===== src/rtl/reg_bank_controller_pkg.sv =====
// Shared constants and state encoding for the alarm-clock register bank controller.
package reg_bank_controller_pkg;

    localparam int unsigned DATA_W       = 13;
    localparam int unsigned SEL_W        = 3;
    localparam int unsigned NUM_REGS     = 7;
    localparam int unsigned NUM_REQ      = 3;
    localparam int unsigned ADDR_TIME    = 0;
    localparam int unsigned ADDR_INVALID = 7;
    localparam int unsigned ARMED_BIT    = DATA_W - 1;

    typedef enum logic [1:0] {
        ST_IDLE  = 2'd0,
        ST_WRITE = 2'd1,
        ST_SCAN  = 2'd2
    } state_t;

endpackage


===== src/rtl/reg_bank_controller_rr_arbiter.sv =====
// Three-way round-robin arbiter. ptr names the requester that gets first look;
// after a grant it moves to the requester following the winner.
module rr_arbiter3
    import reg_bank_controller_pkg::*;
(
    input  logic               Clock,
    input  logic               Clear,
    input  logic [NUM_REQ-1:0] req,
    input  logic               update,
    output logic [NUM_REQ-1:0] winner
);

    logic [1:0] ptr;

    // Priority search starting at ptr, wrapping around.
    always_comb begin
        winner = '0;
        case (ptr)
            2'd0: begin
                if      (req[0]) winner = 3'b001;
                else if (req[1]) winner = 3'b010;
                else if (req[2]) winner = 3'b100;
            end
            2'd1: begin
                if      (req[1]) winner = 3'b010;
                else if (req[2]) winner = 3'b100;
                else if (req[0]) winner = 3'b001;
            end
            default: begin
                if      (req[2]) winner = 3'b100;
                else if (req[0]) winner = 3'b001;
                else if (req[1]) winner = 3'b010;
            end
        endcase
    end

    // Advance the first-look pointer past the requester just granted.
    always_ff @(posedge Clock) begin
        if (Clear) begin
            ptr <= 2'd0;
        end else if (update) begin
            if (winner[0])      ptr <= 2'd1;
            else if (winner[1]) ptr <= 2'd2;
            else if (winner[2]) ptr <= 2'd0;
        end
    end

endmodule


===== src/rtl/reg_bank_controller.sv =====
// Write-port sequencer/arbiter for the 7-register alarm-clock bank.
// Build option ALARM_SCAN_EN: when defined, every write to register 0 is
// followed by a 6-cycle scan of alarm registers 1-6; otherwise no scan exists.
module reg_bank_controller
    import reg_bank_controller_pkg::*;
#(
    parameter int unsigned DATA_W = reg_bank_controller_pkg::DATA_W,
    parameter int unsigned SEL_W  = reg_bank_controller_pkg::SEL_W
) (
    input  logic              Clock,
    input  logic              Clear,
    input  logic [2:0]        req,
    input  logic [SEL_W-1:0]  req_addr0,
    input  logic [SEL_W-1:0]  req_addr1,
    input  logic [SEL_W-1:0]  req_addr2,
    input  logic [DATA_W-1:0] req_data0,
    input  logic [DATA_W-1:0] req_data1,
    input  logic [DATA_W-1:0] req_data2,
    output logic [2:0]        gnt,
    output logic [SEL_W-1:0]  STO,
    output logic [DATA_W-1:0] D,
    output logic              Enable,
    output logic              bad_addr,
    output logic [SEL_W-1:0]  scan_sel,
    input  logic [DATA_W-1:0] scan_q,
    output logic [5:0]        match_mask,
    output logic              alarm_hit,
    input  logic              alarm_ack
);

    localparam logic [SEL_W-1:0] SEL_TIME    = SEL_W'(ADDR_TIME);
    localparam logic [SEL_W-1:0] SEL_INVALID = SEL_W'(ADDR_INVALID);
    localparam logic [SEL_W-1:0] SEL_FIRST   = SEL_W'(1);
    localparam logic [SEL_W-1:0] SEL_LAST    = SEL_W'(NUM_REGS - 1);

    state_t            state, state_next;
    logic              start;
    logic [2:0]        winner;
    logic [SEL_W-1:0]  win_addr;
    logic [DATA_W-1:0] win_data;

    assign start = (state == ST_IDLE) && (req != '0);

    rr_arbiter3 u_arb (
        .Clock  (Clock),
        .Clear  (Clear),
        .req    (req),
        .update (start),
        .winner (winner)
    );

    // Route the winning requester's address and data toward the write port.
    always_comb begin
        win_addr = '0;
        win_data = '0;
        if (winner[0]) begin
            win_addr = req_addr0;
            win_data = req_data0;
        end else if (winner[1]) begin
            win_addr = req_addr1;
            win_data = req_data1;
        end else if (winner[2]) begin
            win_addr = req_addr2;
            win_data = req_data2;
        end
    end

    // Registered write port: active only during the WRITE cycle; STO/D hold afterwards.
    always_ff @(posedge Clock) begin
        if (Clear) begin
            gnt      <= '0;
            STO      <= '0;
            D        <= '0;
            Enable   <= 1'b0;
            bad_addr <= 1'b0;
        end else begin
            gnt      <= '0;
            Enable   <= 1'b0;
            bad_addr <= 1'b0;
            if (start) begin
                gnt      <= winner;
                STO      <= win_addr;
                D        <= win_data;
                Enable   <= (win_addr != SEL_INVALID);
                bad_addr <= (win_addr == SEL_INVALID);
            end
        end
    end

    // State register.
    always_ff @(posedge Clock) begin
        if (Clear) state <= ST_IDLE;
        else       state <= state_next;
    end

    // Next-state logic.
    always_comb begin
        state_next = state;
        case (state)
            ST_IDLE:  if (req != '0) state_next = ST_WRITE;
`ifdef ALARM_SCAN_EN
            ST_WRITE: state_next = (Enable && (STO == SEL_TIME)) ? ST_SCAN : ST_IDLE;
            ST_SCAN:  if (scan_sel == SEL_LAST) state_next = ST_IDLE;
`else
            ST_WRITE: state_next = ST_IDLE;
`endif
            default:  state_next = ST_IDLE;
        endcase
    end

`ifdef ALARM_SCAN_EN
    logic [DATA_W-2:0] time_cap;
    logic [5:0]        shadow;
    logic [5:0]        hit_vec;
    logic              scan_done;

    // Compare the register currently on the read mux against the captured time.
    always_comb begin
        hit_vec = '0;
        if ((state == ST_SCAN) && scan_q[DATA_W-1] && (scan_q[DATA_W-2:0] == time_cap))
            hit_vec = 6'(1) << (scan_sel - SEL_FIRST);
    end

    assign scan_done = (state == ST_SCAN) && (scan_sel == SEL_LAST);

    // Scan sequencing: capture time on entry, step 1..6, publish mask on the last step.
    always_ff @(posedge Clock) begin
        if (Clear) begin
            time_cap   <= '0;
            scan_sel   <= '0;
            shadow     <= '0;
            match_mask <= '0;
        end else if ((state == ST_WRITE) && (state_next == ST_SCAN)) begin
            time_cap <= D[DATA_W-2:0];
            scan_sel <= SEL_FIRST;
            shadow   <= '0;
        end else if (state == ST_SCAN) begin
            shadow <= shadow | hit_vec;
            if (scan_done) begin
                scan_sel   <= '0;
                match_mask <= shadow | hit_vec;
            end else begin
                scan_sel <= scan_sel + SEL_FIRST;
            end
        end
    end

    // Sticky alarm flag; a completing scan with a hit overrides a simultaneous ack.
    always_ff @(posedge Clock) begin
        if (Clear)                                      alarm_hit <= 1'b0;
        else if (scan_done && ((shadow | hit_vec) != '0)) alarm_hit <= 1'b1;
        else if (alarm_ack)                             alarm_hit <= 1'b0;
    end
`else
    logic unused_scan_inputs;
    assign unused_scan_inputs = ^{scan_q, alarm_ack};
    assign scan_sel   = '0;
    assign match_mask = '0;
    assign alarm_hit  = 1'b0;
`endif

endmodule


===== config.mk =====
export PLATFORM = sky130hd
export DESIGN_NAME = reg_bank_controller
export DESIGN_NICKNAME = d
export VERILOG_FILES = /design/src/rtl/reg_bank_controller_pkg.sv /design/src/rtl/reg_bank_controller_rr_arbiter.sv /design/src/rtl/reg_bank_controller.sv
export SDC_FILE = /design/constraint.sdc
export NUM_CORES = 1
export LEC_CHECK = 0
export BUFFER_PORTS_ARGS = -buffer_cell sky130_fd_sc_hd__buf_4
export CAP_MARGIN = 10
export CORE_MARGIN = 2
export CORE_UTILIZATION = 35
export CTS_BUF_LIST = sky130_fd_sc_hd__clkbuf_8
export CTS_CLUSTER_DIAMETER = 120
export DETAILED_ROUTE_END_ITERATION = 10
export PLACE_DENSITY = 0.78
export SYNTH_ARGS = -nofsm -noshare
export SYNTH_HDL_FRONTEND = slang
export SYNTH_SLANG_ARGS = --single-unit

===== constraint.sdc =====
create_clock -name Clock -period 1.45 [get_ports Clock]
set_input_delay 0.0725 -clock Clock [delete_from_list [all_inputs] [get_ports Clock]]
set_output_delay 0.0725 -clock Clock [all_outputs]
set_load 0.01 [all_outputs]

==> results of run 1 <==
-- through the flow --
step / setup WS [ns] / util, %
2_1_floorplan: 0.004087 / -
3_5_place_dp: -0.2020 / 57.32
6_report: -0.04458 / 61.91
3_3_place_gp: -0.08496 / 57.32
4_1_cts: -0.01814 / 60.08
5_1_grt: -0.1604 / 61.91
-- worst paths after layout --
kind	from	endpoint	slack, ns	depth (start not counted)
max reg2reg	u_arb.ptr[0]$_SDFFE_PP0P_	D[8]$_SDFFE_PP0P_	-0.04	5
max	u_arb.ptr[0]$_SDFFE_PP0P_	D[8]$_SDFFE_PP0P_	-0.04	5
min reg2reg	D[12]$_SDFFE_PP0P_	D[12]$_SDFFE_PP0P_	0.50	2
min	Clear	u_arb.ptr[0]$_SDFFE_PP0P_	0.11	2
-- flip-flops by register name (all words and copies together) (netlist names) --
signal and cells:
state 1, gnt 3, u_arb.ptr 2, Enable 1, D 13, STO 3
bad_addr 1
-- cells in the final DEF, fill, tap and decap left out, types with 2 or more instances in the layout --
| cell type | n |
|---|---|
| buf_4 | 84 |
| dfxtp_1 | 22 |
| nor2_1 | 16 |
| a211oi_1 | 16 |
| a222oi_1 | 15 |
| conb_1 | 10 |
| clkbuf_8 | 4 |
| buf_6 | 4 |
| and2_1 | 3 |
| nor3_1 | 2 |
| nor2_4 | 2 |
| nand2b_1 | 2 |
| nand2_1 | 2 |
| o21ai_0 | 2 |
| a21oi_1 | 2 |
| dfxtp_2 | 2 |
-- cells by family (layout without fill, tap and decap cells) --
group / Yosys count / after routing / share of synthesized area (%)
and+or+nand+nor: 34 / 34 / 14.62
DFF: 24 / 24 / 42.20
AOI/OAI and AO/OA: 44 / 44 / 32.64
buffers and inverters: 20 / 93 / 10.22
other: 1 / 10 / 0.3294
-- critical path, delay by kind of cell, from the launching register on --
kind	cells	cell delay, ns
DFF	1	0.32
and+or+nand+nor	1	0.14
buffers and inverters	1	0.14
AOI/OAI and AO/OA	3	0.74
-- metal layers --
layer	up-vias	GRT usage [%]	wire length, um
met5	-	0	0
li1	630	-	-
met2	65	30.24	1689
met1	583	19.48	1364
met3	4	2.941	340
met4	0	4.658	38
-- final cells by class --
type                       instances  area (um2)
fill                             281        1172
timing repair buffer              88       675.6
multi-input combinational         88       633.1
sequential                        24       483.0
clock buffer                       4       55.05
tap                               44       55.05
inverter                           1       3.754
-- power groups by stage --
stage	clock network [mW]	logic [mW]	registers, mW
2_1_floorplan	0	0.251	0.804
3_3_place_gp	0	0.542	0.773
3_5_place_dp	0	0.561	0.775
4_1_cts	0.449	0.577	0.761
5_1_grt	0.482	0.650	0.769
6_report	0.446	0.606	0.761
-- what timing repair did --
action,4_1_cts,5_1_grt
hold buffers,0,0
buffers inserted,0,2
setup endpoints to repair,18,17
pin swaps,12,15
gates resized for setup,6,8
==> impl_metrics.json, run 1 <==
{
  "intPower_mw": 1.301,
  "synth_edf_count": 0,
  "crit_type": "flop to flop",
  "status": "complete, but fails checks",
  "design_area_mm2": 0.001906,
  "pwr_density_cell_mw_per_mm2": 951.2,
  "cts.path.max_buffers": 2,
  "avgSynthCellArea_um2": 9.257,
  "grt_use_total_pct": 16.46,
  "dp.cells": 243,
  "hp-class": "input pin to flop",
  "finalSetupViolCount": 5,
  "ys.flop_type": "dfxtp_1",
  "firstDrtPassIters": 5,
  "final_layout_size_suffix_gt1_share_pct": 49.76,
  "yosysMostFrequentCell": "dfxtp_1",
  "grt-ovfl-total": 0,
  "synth_warnings": 0,
  "startpoint_type": "flop",
  "violations": "setup timing",
  "pwr-share-comb_pct": 33.4,
  "synth_seq_cells": 24,
  "slowest_stage": "a222oi_1",
  "min_period_over_period_pct": 103.1,
  "place_congestion": 0.7031,
  "synth_area_leaders": "dfxtp_1 42%, a222oi_1 13%, a211oi_1 11%, buf_4 6.6%, nor2_1 5.9%",
  "routed_via_density": 5.149,
  "p_clk_share_pct": 24.6,
  "vdd_drop_max_mv": 0.3537,
  "netlist_area_mm2": 0.001139,
  "critPathMaxFanout": 8,
  "p_total_mw": 1.813,
  "critical_path.max_stage_delay_ns": 0.37,
  "arrival_ns": 1.61,
  "timing.final.ws_setup_ns": -0.04458,
  "finalNonFillerCells": 249,
  "end_kind": "flop",
  "synth_cell_types": 30,
  "syn_inst": 123,
  "tightestPinTransition_ns": 0.6562,
  "clk_latency_ns": 0.26,
  "setup_tns_ns": -0.07791,
  "io_buffers": 73,
  "initial_core_util_pct": 36.99,
  "vias": 1282,
  "period_needed_ns": 1.495,
  "core_area_mm2": 0.003078,
  "seq_area_frac_synth_pct": 42.20,
  "yosys.area.top_type": "dfxtp_1",
  "root_buffer": "clkbuf_8",
  "place_hpwl_um": 2565,
  "grt_pass1_wl_um": 4609,
  "grt_max_degree": 34,
  "grt_pass1_vias": 1102,
  "fmax_mhz": 669.1,
  "crit_chain": "nand2b_4 -> a22o_4 -> buf_6 -> a222oi_1 -> a211oi_1",
  "antenna_found_initial": 0,
  "grt_setup_unrepaired": "yes",
  "pwr-share-seq_pct": 42.0,
  "final_hold_viol_count": 0,
  "p_sw_share_pct": 28.22,
  "diodes": 0,
  "cts_sinks": 24,
  "dpl_cell_area_mm2": 0.001764,
  "die_area_mm2": 0.003725,
  "ant_nets": 0,
  "dieWidth_um": 61.04,
  "nets": 273,
  "p_sw_uw": 511.6,
  "hold_slack_ns": 0.1136,
  "fin_skew_ns": 0.0009350,
  "area_delta_synth_final_pct": 67.36,
  "cts_buffers": 3,
  "cts_tree": "yes",
  "design.portCount": 98,
  "synthDominantCellAreaShare_pct": 42.20,
  "h-tree-depth": 1,
  "drt_iter0_markers": 75,
  "post_drt_wl_per_cell_um": 13.78,
  "p_leak_nw": 0.8754,
  "maxSlewHeadroom_pct": 56.15,
  "rows": 20,
  "yosys-top-cells-count": "24 x dfxtp_1, 18 x nor2_1, 16 x a211oi_1",
  "cp.required_ns": 1.57,
  "clk_pin_slew_ns": 0.08,
  "slew_viol_final": 0,
  "die_y_um": 61.04,
  "async_reset_ff_share_pct": 0,
  "drc": 0,
  "drt_wl_total_um": 3432,
  "maxCapViolCount": 0
}
Note: power is estimated with default switching activity, not from simulation.
==> inputs of run 2 (changes only) <==
- TNS_END_PERCENT: default -> 50
- clock period: 1.45 -> 1.31 ns (I/O delays scaled with it)
==> impl_metrics.json, run 2 (same netlist as run 1, synthesis figures left out) <==
{
  "status": "complete, but fails checks",
  "violations": "setup timing",
  "maxCapViolCount": 0,
  "cts_sinks": 24,
  "pwr_density_cell_mw_per_mm2": 1107,
  "setup_tns_ns": -1.739,
  "initial_core_util_pct": 36.99,
  "io_buffers": 73,
  "drt_wl_total_um": 3594,
  "hp-class": "input pin to flop",
  "routed_via_density": 5.305,
  "period_needed_ns": 1.482,
  "grt_setup_unrepaired": "yes",
  "crit_type": "flop to flop",
  "design.portCount": 98,
  "top_regs": "D x13, STO x3, gnt x3",
  "min_period_over_period_pct": 113.2,
  "firstDrtPassIters": 5,
  "area_delta_synth_final_pct": 72.64,
  "fillers": 258,
  "p_sw_share_pct": 26.68,
  "root_buffer": "clkbuf_8",
  "intPower_mw": 1.595,
  "hold-path-cell-count": 3,
  "clk_pin_slew_ns": 0.09,
  "h-tree-depth": 1,
  "rows": 20,
  "grt-ovfl-total": 0,
  "layout_commonest_cell": "buf_4",
  "dieWidth_um": 61.04,
  "cts_tree": "yes",
  "vias": 1321,
  "mostFrequentLayoutCells": "83 x buf_4, 22 x dfxtp_1, 17 x nor2_1",
  "place_hpwl_um": 2704,
  "cts.path.max_buffers": 2,
  "largest-register": "D",
  "timing.final.ws_setup_ns": -0.1724,
  "finalSetupViolCount": 16,
  "grt_pass1_vias": 1203,
  "dp_slack_ns": -0.2274,
  "place_congestion": 0.7890,
  "fin_skew_ns": 0.002682,
  "p_clk_share_pct": 29.6,
  "antenna_found_initial": 0,
  "nets": 273,
  "slew_viol_final": 0,
  "pwr-share-seq_pct": 38.9,
  "end_kind": "flop",
  "vdd_drop_max_mv": 0.4732,
  "p_sw_uw": 580.5,
  "arrival_ns": 1.62,
  "final_layout_size_suffix_gt1_share_pct": 51.22,
  "regArea_um2": 485.5,
  "post_drt_wl_per_cell_um": 14.43,
  "die_area_mm2": 0.003725,
  "grt_max_degree": 19,
  "slowest_stage": "a222oi_1",
  "ant_nets": 0,
  "die_y_um": 61.04,
  "cts_buffers": 3,
  "final_hold_viol_count": 0,
  "largest_register_ffs": 13,
  "hold_buffers": 0,
  "cp.required_ns": 1.45,
  "startpoint_type": "flop",
  "p_leak_nw": 0.8969,
  "r2r_cells": 5,
  "drc": 0,
  "grt_use_total_pct": 18.29,
  "diodes": 0,
  "core_area_mm2": 0.003078,
  "multi_input_area_um2": 644.4,
  "critical_path.max_stage_delay_ns": 0.34,
  "clk_latency_ns": 0.26,
  "drt_iter0_markers": 142,
  "crit_chain": "nand2b_4 -> a22o_4 -> buf_12 -> a222oi_1 -> a211oi_1",
  "grt_pass1_wl_um": 5195,
  "critPathMaxFanout": 10,
  "pwr-share-comb_pct": 31.6,
  "fmax_mhz": 674.6
}
-- run 2: final timing paths --
check / from / endpoint / slack, ns
max: u_arb.ptr[0]$_SDFFE_PP0P_ / D[4]$_SDFFE_PP0P_ / -0.17
min: Clear / state[0]$_SDFFE_PP0N_ / 0.16
min reg2reg: D[2]$_SDFFE_PP0P_ / D[2]$_SDFFE_PP0P_ / 0.50
max reg2reg: u_arb.ptr[0]$_SDFFE_PP0P_ / D[4]$_SDFFE_PP0P_ / -0.17
-- run 2: through the flow --
stage | area, um2 | cells | utilization, % | power [mW] | hold slack, ns
finish | 1966 | 249 | 63.86 | 2.176 | 0.1585
global route | 1966 | 249 | 63.86 | 2.267 | 0.1602
CTS | 1919 | 249 | 62.36 | 2.156 | 0.1559
detailed placement | 1826 | 244 | 59.31 | 1.503 | 0.4341
global placement | 1826 | 244 | 59.31 | 1.486 | 0.4237
floorplan | 1197 | 132 | - | 1.178 | 0.3323
-- run 2: area by class of cell --
class | count | share of cell area (%)
clock buffer | 3 | 2.101
clock inverter | 1 | 1.528
inverter | 1 | 0.1910
multi-input combinational | 88 | 32.78
sequential | 24 | 24.70
tap | 44 | 2.801
timing repair buffer | 88 | 35.90
-- run 2: power by group through the flow --
stage / Combinational, mW / Sequential (mW) / Clock, mW
2_1_floorplan: 0.288 / 0.890 / 0
3_3_place_gp: 0.628 / 0.859 / 0
3_5_place_dp: 0.641 / 0.862 / 0
4_1_cts: 0.660 / 0.846 / 0.650
5_1_grt: 0.737 / 0.854 / 0.676
6_report: 0.687 / 0.846 / 0.643
-- run 2: worst max-delay path, delay by kind of cell, from the launching register on --
family	cells	cell delay (ns)
AOI/OAI and AO/OA	3	0.73
DFF	1	0.33
buffers and inverters	1	0.15
and+or+nand+nor	1	0.14
-- run 2: per-layer routing --
layer	global-route usage, %	vias up	part of all wire (%)
li1	-	628	-
met1	20.78	610	39
met2	34.04	81	49
met3	3.782	2	12
met4	5.590	0	0.28
met5	0	-	0
-- run 2: repair_timing --
item / 4_1_cts / 5_1_grt
resized for setup: 4 / 8
endpoints found under the setup margin: 18 / 18
setup buffers: 1 / 0
pin swaps: 9 / 12
==> inputs of run 3 (changes only) <==
- REMOVE_ABC_BUFFERS: default -> 1
==> impl_metrics.json, run 3 (same netlist as run 1, synthesis figures left out) <==
{
  "core_area_mm2": 0.003078,
  "maxCapViolCount": 0,
  "drt_iter0_markers": 91,
  "place_congestion": 0.8655,
  "largest_register_ffs": 13,
  "layout_commonest_cell": "buf_4",
  "place_hpwl_um": 2724,
  "startpoint_type": "flop",
  "r2r_cells": 5,
  "end_kind": "flop",
  "cts_sinks": 24,
  "fillers": 266,
  "grt_pass1_wl_um": 5526,
  "startpoint": "u_arb.ptr[0]$_SDFFE_PP0P_",
  "final_hold_viol_count": 0,
  "period_needed_ns": 1.469,
  "critPathMaxFanout": 6,
  "design.portCount": 98,
  "cts_tree": "yes",
  "arrival_ns": 1.61,
  "fmax_mhz": 680.7,
  "drt_wl_total_um": 3754,
  "top_regs": "D x13, STO x3, gnt x3",
  "io_buffers": 73,
  "worstReg2RegEnd": "D[6]$_SDFFE_PP0P_",
  "grt_pass1_vias": 1321,
  "die_y_um": 61.04,
  "vias": 1326,
  "antenna_found_initial": 0,
  "hold_slack_ns": 0.1394,
  "firstDrtPassIters": 4,
  "ant_nets": 0,
  "min_period_over_period_pct": 112.1,
  "hold_buffers": 0,
  "final_layout_size_suffix_gt1_share_pct": 50.48,
  "nets": 276,
  "diodes": 0,
  "timing.final.ws_setup_ns": -0.1591,
  "finalNonFillerCells": 252,
  "vdd_drop_max_mv": 0.4460,
  "routed_via_density": 5.262,
  "p_leak_nw": 0.9132,
  "cts.path.max_buffers": 2,
  "clk_latency_ns": 0.26,
  "grt-ovfl-total": 0,
  "hp-class": "input pin to flop",
  "die_area_mm2": 0.003725,
  "grt_max_degree": 24,
  "critical_path.max_stage_delay_ns": 0.33,
  "root_buffer": "clkbuf_8",
  "dp.cells": 244,
  "violations": "setup timing",
  "clk_pin_slew_ns": 0.08,
  "dieWidth_um": 61.04,
  "initial_core_util_pct": 36.99,
  "cts_buffers": 3,
  "crit_end": "D[6]$_SDFFE_PP0P_",
  "pwr_density_cell_mw_per_mm2": 1045,
  "fin_skew_ns": 0.001980,
  "finalSetupViolCount": 17,
  "h-tree-depth": 1,
  "status": "complete, but fails checks",
  "slowest_stage": "dfxtp_2",
  "cp.required_ns": 1.46,
  "mostFrequentLayoutCells": "85 x buf_4, 22 x dfxtp_1, 16 x nor2_1, 16 x a211oi_1, 15 x a222oi_1",
  "area_delta_synth_final_pct": 73.96,
  "crit_chain": "nand2b_4 -> a22o_4 -> clkbuf_16 -> a222oi_1 -> a211oi_1",
  "drc": 0,
  "rr_startpoint": "u_arb.ptr[0]$_SDFFE_PP0P_",
  "grt_use_total_pct": 19.91,
  "post_drt_wl_per_cell_um": 14.90,
  "slew_viol_final": 0,
  "grt_setup_unrepaired": "yes",
  "largest-register": "D",
  "rows": 20,
  "reg2reg_slack_ns": -0.16,
  "p_total_mw": 2.070,
  "crit_type": "flop to flop"
}
[run 3: where the power goes]
part	switching, mW	leakage, nW	internal (mW)
Combinational	0.314	0.685	0.406
Clock	0.237	0.0288	0.268
Sequential	0.0412	0.200	0.804
Total	0.591	0.913	1.48
[run 3: per-stage QoR]
step / setup TNS [ns] / setup WS, ns / cell area (um2) / util, %
after CTS: -1.750 / -0.1409 / 1932 / 62.76
after global routing: -3.329 / -0.2335 / 1981 / 64.35
after detailed placement: -2.689 / -0.2045 / 1808 / 58.74
after floorplan: -7.627 / -0.4137 / 1060 / -
final: -2.226 / -0.1591 / 1981 / 64.35
after global placement: -1.902 / -0.1392 / 1808 / 58.74
[run 3: what timing repair did]
item | CTS | global route
endpoints found under the hold margin | 0 | 0
setup buffers | 2 | 1
cloned | 0 | 1
endpoints found under the setup margin | 17 | 17
pin swaps | 12 | 14
gates resized for setup | 10 | 5
[run 3: layout make-up]
| type | instances | area (um2) | share of cell area (%) |
|---|---|---|---|
| Clock buffer | 4 | 55.05 | 2.780 |
| Inverter | 1 | 3.754 | 0.1895 |
| Multi-Input combinational cell | 88 | 635.6 | 32.09 |
| Sequential cell | 24 | 485.5 | 24.51 |
| Tap cell | 44 | 55.05 | 2.780 |
| Timing Repair Buffer | 91 | 745.7 | 37.65 |
[run 3: worst min path at each step]
| stage | from | endpoint | slack, ns | cells past startpoint |
|---|---|---|---|---|
| final | req_addr2[0] | STO[0]$_SDFFE_PP0P_ | 0.14 | 3 |
| after CTS | req_addr2[0] | STO[0]$_SDFFE_PP0P_ | 0.14 | 3 |
| after global placement | req_data2[6] | D[6]$_SDFFE_PP0P_ | 0.45 | 3 |
| after global routing | req_addr2[0] | STO[0]$_SDFFE_PP0P_ | 0.14 | 3 |
| after detailed placement | gnt[0]$_SDFF_PP0_ | gnt[0] | 0.46 | 1 |
| after floorplan | Clear | u_arb.ptr[0]$_SDFFE_PP0P_ | 0.13 | 1 |
[run 3: worst max-delay path: cells and delay by family (launching register included)]
family	cells	cell delay [ns]
AO/OA/AOI/OAI	3	0.70
AND/OR/NAND/NOR	1	0.15
buffers and inverters	1	0.17
flip-flops	1	0.33
[run 3: per-layer routing]
metal  share of wire, %  track usage [%]
met5                  0                0
met4                2.0            9.627
met3                7.0            1.891
met2                 53            39.97
met1                 38            20.03
